File: src/rtl/fft_sample_loader.sv
// Wishbone write-only master that frames a sample stream into the FFT peripheral:
// control write, 2^LGFFT data writes, then wait for the FFT interrupt before re-arming.
module fft_sample_loader #(
    parameter int unsigned LGFFT     = 10,
    parameter int unsigned LGTIMEOUT = 4
) (
    input  logic                i_clk,
    input  logic                i_reset,
    input  logic                i_en,
    input  logic                i_clr_err,
    input  logic                s_valid,
    output logic                s_ready,
    input  logic [31:0]         s_data,
    output logic                o_wb_cyc,
    output logic                o_wb_stb,
    output logic                o_wb_we,
    output logic [LGFFT:0]      o_wb_addr,
    output logic [31:0]         o_wb_data,
    input  logic                i_wb_stall,
    input  logic                i_wb_ack,
    input  logic                i_wb_err,
    input  logic                i_fft_int,
    output logic                o_busy,
    output logic [15:0]         o_frame_count,
    output logic                o_err
);

    localparam int unsigned AW  = LGFFT + 1;
    localparam int unsigned IW  = LGFFT;
    localparam int unsigned DW  = 32;
    localparam int unsigned FCW = 16;
    localparam int unsigned TW  = LGTIMEOUT;
    localparam logic [TW-1:0] TMAX = '1;

    typedef enum logic [1:0] {
        IDLE,
        CTRL,
        LOAD,
        WAIT_INT
    } state_t;

    state_t          state_q, state_d;
    logic            cyc_q, cyc_d;
    logic            stb_q, stb_d;
    logic [AW-1:0]   addr_q, addr_d;
    logic [DW-1:0]   data_q, data_d;
    logic [IW-1:0]   index_q, index_d;
    logic [FCW-1:0]  frame_q, frame_d;
    logic            err_q, err_d;
    logic [TW-1:0]   timer_q, timer_d;
    logic            ready_q, ready_d;
    logic            busy_q, busy_d;
    logic            bus_fault;

    // State and registered outputs
    always_ff @(posedge i_clk) begin
        if (i_reset) begin
            state_q <= IDLE;
            cyc_q   <= 1'b0;
            stb_q   <= 1'b0;
            addr_q  <= '0;
            data_q  <= '0;
            index_q <= '0;
            frame_q <= '0;
            err_q   <= 1'b0;
            timer_q <= '0;
            ready_q <= 1'b0;
            busy_q  <= 1'b0;
        end else begin
            state_q <= state_d;
            cyc_q   <= cyc_d;
            stb_q   <= stb_d;
            addr_q  <= addr_d;
            data_q  <= data_d;
            index_q <= index_d;
            frame_q <= frame_d;
            err_q   <= err_d;
            timer_q <= timer_d;
            ready_q <= ready_d;
            busy_q  <= busy_d;
        end
    end

    // Next-state, bus sequencing and fault handling
    always_comb begin
        state_d   = state_q;
        cyc_d     = cyc_q;
        stb_d     = stb_q;
        addr_d    = addr_q;
        data_d    = data_q;
        index_d   = index_q;
        frame_d   = frame_q;
        err_d     = err_q;
        timer_d   = '0;
        bus_fault = 1'b0;

        if (cyc_q) begin
            if (stb_q && !i_wb_stall) begin
                stb_d = 1'b0;
            end
            if (!i_wb_ack) begin
                timer_d = timer_q + 1'b1;
            end
            bus_fault = i_wb_err || (!i_wb_ack && (timer_d == TMAX));
        end

        case (state_q)
            IDLE: begin
                if (i_clr_err) begin
                    err_d = 1'b0;
                end
                if (i_en && !err_q) begin
                    state_d = CTRL;
                    cyc_d   = 1'b1;
                    stb_d   = 1'b1;
                    addr_d  = '0;
                    data_d  = '0;
                end
            end
            CTRL: begin
                if (cyc_q && i_wb_ack) begin
                    cyc_d   = 1'b0;
                    stb_d   = 1'b0;
                    index_d = '0;
                    state_d = LOAD;
                end
            end
            LOAD: begin
                if (cyc_q) begin
                    if (i_wb_ack) begin
                        cyc_d   = 1'b0;
                        stb_d   = 1'b0;
                        index_d = index_q + 1'b1;
                        if (index_q == '1) begin
                            state_d = WAIT_INT;
                        end
                    end
                end else if (s_valid && ready_q) begin
                    cyc_d  = 1'b1;
                    stb_d  = 1'b1;
                    addr_d = {1'b1, index_q};
                    data_d = s_data;
                end
            end
            WAIT_INT: begin
                // The interrupt is only honoured here, so a stale level after CTRL is harmless
                if (i_fft_int) begin
                    frame_d = frame_q + 1'b1;
                    if (i_en) begin
                        state_d = CTRL;
                        cyc_d   = 1'b1;
                        stb_d   = 1'b1;
                        addr_d  = '0;
                        data_d  = '0;
                    end else begin
                        state_d = IDLE;
                    end
                end
            end
            default: begin
                state_d = IDLE;
            end
        endcase

        // Bus error outranks a simultaneous ack
        if (bus_fault) begin
            cyc_d   = 1'b0;
            stb_d   = 1'b0;
            err_d   = 1'b1;
            timer_d = '0;
            state_d = IDLE;
        end

        ready_d = (state_d == LOAD) && !cyc_d;
        busy_d  = (state_d != IDLE);
    end

    assign s_ready       = ready_q;
    assign o_wb_cyc      = cyc_q;
    assign o_wb_stb      = stb_q;
    assign o_wb_we       = 1'b1;
    assign o_wb_addr     = addr_q;
    assign o_wb_data     = data_q;
    assign o_busy        = busy_q;
    assign o_frame_count = frame_q;
    assign o_err         = err_q;

endmodule

File: config.mk
export PLATFORM = sky130hd
export DESIGN_NAME = fft_sample_loader
export DESIGN_NICKNAME = d
export VERILOG_FILES = /design/src/rtl/fft_sample_loader.sv
export SDC_FILE = /design/constraint.sdc
export NUM_CORES = 1
export LEC_CHECK = 0
export CAP_MARGIN = 20
export CORE_UTILIZATION = 48
export CTS_CLUSTER_DIAMETER = 50
export CTS_CLUSTER_SIZE = 28
export DETAILED_ROUTE_END_ITERATION = 12
export GPL_TIMING_DRIVEN = 0
export PLACE_DENSITY = 0.84
export SETUP_SLACK_MARGIN = 0.2
export SKIP_CTS_REPAIR_TIMING = 1
export SYNTH_ARGS = -nofsm -noshare
export SYNTH_HDL_FRONTEND = slang
export SYNTH_SLANG_ARGS = --single-unit
File: constraint.sdc
create_clock -name i_clk -period 4.42 [get_ports i_clk]
set_input_delay 0.884 -clock i_clk [delete_from_list [all_inputs] [get_ports i_clk]]
set_output_delay 0.884 -clock i_clk [all_outputs]
set_load 0.1 [all_outputs]
==> metrics.md <==
| Metric | Value |
|---|---|
| Outcome | `complete, no violations` |
| HPWL after detailed placement | `5.07 mm` |
| GR Util met2 | `0.372` |
| Total power | `1.60 mW` |
| Startpoint types | `flip-flop` |
| Seq pwr share | `0.460` |
| Unique masters post-synth | `44` |
| Core Area | `6030 um^2` |
| Layout cells sized above 1 | `0.0753` |
| Clk sinks | `80` |
| Clock skew | `0.00840 ns` |
| R2r startpoint | `timer_q[0]` |
| Latest clock arrival within the worst-skew pair | `0.34 ns` |
| Critical Path AT | `2.03 ns` |
| FF-to-FF End | `state_q[0]` |
| Clock slew at reported path FFs | `0.08 ns` |
| Gpl congestion | `0.831` |
| Synth area leader | `dfxtp_1` |
| R2R cell count | `5` |
| Reg2Reg Setup Slack | `2.34 ns` |
| Delay-heaviest family, CP | `buffers and inverters` |
| Die Y | `81.7 um` |
| Detailed Routing Iterations Pass 1 | `4` |
| RSZ-0062 raised after global routing | `no` |
| Met3 Track Usage GR | `0.0667` |
| Power Internal | `1.22 mW` |
| Routed wire length | `7.42 mm` |
| GRT Total Usage | `0.225` |
| Count leader, synth | `dfxtp_1` |
| Total CTS buffers | `9` |
| ANT nets after route | `0` |
| WS Path Type | `flip-flop to primary output` |
| Synth Net Count | `350` |
| Maximum cell stage delay along the critical path | `1.19 ns` |
| Die ar. | `6680 um^2` |
| Initial Utilization | `0.506` |
| Avg Inst Size Synth | `9.97 um^2` |
| Clk buf depth | `2` |
| Initial antenna violation count | `0` |
| Drt drc | `0` |
| Max cap viols | `0` |
| # IOs | `106` |
| CTS H-Tree Depth | `3` |
| Synthesized area | `3050 um^2` |
| I/O Buffers | `103` |
| Post-synth ARST share | `0` |
| Busiest grt layer | `met2` |
| Die X | `81.7 um` |
| Slew @ Worst Pin | `1.13 ns` |
| Synth area leaders | `dfxtp_1 (52%), a22o_1 (12%), nor2_1 (3.1%), xnor2_1 (2.9%), a21oi_1 (2.3%)` |
| First-pass GRT wire length | `11.4 mm` |
| Clk root buf | `clkbuf_8` |
| Slew HR | `0.243` |
| Worst hold endpoint | `o_wb_addr[10]` |
| DR WL/cell | `14.8 um` |
| Drt via density | `5.48` |
| Placed instance area | `4180 um^2` |
| Sw Ratio | `0.235` |
| Total grt overflow | `0` |
| Crit path time final | `2.91 ns` |
| # diodes | `0` |
| Hold Crit Depth | `1` |
| Mapped Cells | `306` |
| Max Fclk | `344 MHz` |
| Final period util | `0.658` |
| Total negative setup slack | `0 ns` |
| Synthesis Warnings | `0` |
| FP Rows | `28` |
| Worst hold path class | `flip-flop to flip-flop` |
| Count of flip-flops with a built-in enable after synthesis | `0` |
| Kind of end point of the critical path | `primary output` |
| Synth top area share | `0.525` |
| Clock power frac | `0.440` |
| Switching Power | `375 uW` |
| Largest net degree at the start of global routing | `15` |
| Slowest stage cell, crit path | `clkdlybuf4s50_1` |
| Final WS setup | `1.51 ns` |
| Combinational share of power | `0.099` |
| CP Cell Sequence | `clkdlybuf4s50_1` |
| Area growth syn-to-layout | `45.6%` |
| Flops & latches, synth | `80` |
| Nets@finish | `464` |
| Worst path required time | `3.54 ns` |
| Worst path buffer plus inverter count | `1` |
| CTS tree | `done` |
| Crit path max fanout | `9` |
| Total number of vias | `2741` |
| Post-synth top cells | `dfxtp_1 (80), a22o_1 (42), nor2_1 (25), nand2_1 (16)` |
| Leak | `1.61 nW` |
| Max-slew violation count | `0` |
| Final hold vios | `0` |
| Worst VDD drop | `0.258 mV` |
| Hold path start | `o_wb_addr[10]` |
| Final setup fails | `0` |
| Top FF cell, synth | `dfxtp_1` |
| GRT met1 Usage | `0.276` |
| Power Dens Cells | `359 nW/um^2` |
| Post-route cell area | `4440 um^2` |
| Place WS | `1.46 ns` |
| Vias in the first global route | `2457` |
| Sequential share of the synthesized area | `0.525` |
| 1st-iter DRT viols | `120` |
-- cell type report --
| class | instances | area [um^2] |
|---|---|---|
| clock inverters | 7 | 143 |
| clock buffers | 9 | 124 |
| flip-flops and latches | 80 | 1600 |
| inverters | 7 | 26.3 |
| well taps | 75 | 93.8 |
| multi-input cells | 203 | 1350 |
| plain buffers | 16 | 72.6 |
| fillers | 448 | 1580 |
| repair buffers | 103 | 1030 |
-- worst reg2reg max path, cell delays in order, from the launching register on --
cell	delay, ns
dfxtp_1	0.38
ha_1	0.18
xor2_1	0.19
nand3_1	0.13
o31ai_1	0.91
nor2_1	0.14
-- power groups by stage --
stage	logic, mW	clock network, mW	registers [mW]
floorplan	0.0584	0	0.787
global placement	0.156	0	0.752
detailed placement	0.158	0	0.752
CTS	0.159	0.711	0.735
global route	0.169	0.745	0.737
finish	0.159	0.703	0.735
-- registers in the layout (all words and copies together) (netlist names) --
signal	count
s_ready	1
o_err	1
o_wb_addr	11
o_wb_stb	1
index_q	10
state_q	2
o_frame_count	16
o_wb_data	32
o_wb_cyc	1
o_busy	1
timer_q	4
-- metal layers --
metal | part of all wire | wire (um)
met1 | 0.45 | 3360
met2 | 0.48 | 3530
met3 | 0.067 | 499
met4 | 0.0036 | 27
met5 | 0 | 0
-- cell families (layout without fill, tap and decap cells) --
family                     count (synthesis)  count (layout)  share of synthesized area
AOI/OAI and AO/OA                         80              80                      0.197
xor gates and xnor gates                  15              15                     0.0430
adders and majority gates                  3               3                     0.0123
buffers and inverters                     23             142                     0.0324
DFF                                       80              80                      0.525
muxes                                      4               4                     0.0143
other                                      1               1                    0.00123
and+or+nand+nor                          100             100                      0.175
-- how the worst max path moves through the flow --
stage,endpoint,startpoint,cells past startpoint,slack [ns]
finish,o_wb_cyc,o_wb_cyc,1,1.51
global route,o_frame_count[8],o_frame_count[8],1,1.41
CTS,o_wb_cyc,o_wb_cyc,1,1.49
detailed placement,index_q[9],i_wb_ack,5,1.46
global placement,index_q[7],i_wb_ack,5,1.51
floorplan,o_frame_count[10],o_frame_count[0],6,1.89
-- through the flow --
stage | util | hold slack, ns | std cells
floorplan | - | 0.451 | 306
global placement | 0.693 | 0.434 | 484
detailed placement | 0.693 | 0.443 | 484
CTS | 0.737 | 0.463 | 500
global route | 0.737 | 0.496 | 500
finish | 0.737 | 0.459 | 500
-- cell usage in the layout (no fill, tap or decap), types with 4 or more instances in the layout --
master	synthesis	routed
nor4_1	5	5
nor2b_1	6	6
nand3_1	14	14
xnor2_1	10	10
clkdlybuf4s50_1	0	103
clkbuf_1	7	7
inv_1	7	7
buf_2	7	7
nor2_1	25	25
or3_1	7	7
nand2b_1	4	4
a22o_1	42	42
o21ai_0	12	12
dfxtp_1	80	80
nand4_1	4	4
a21oi_1	14	14
clkbuf_8	0	9
bufinv_16	0	4
xor2_1	5	5
nand2_1	16	16
No activity file was read; power rests on OpenSTA's default activity.
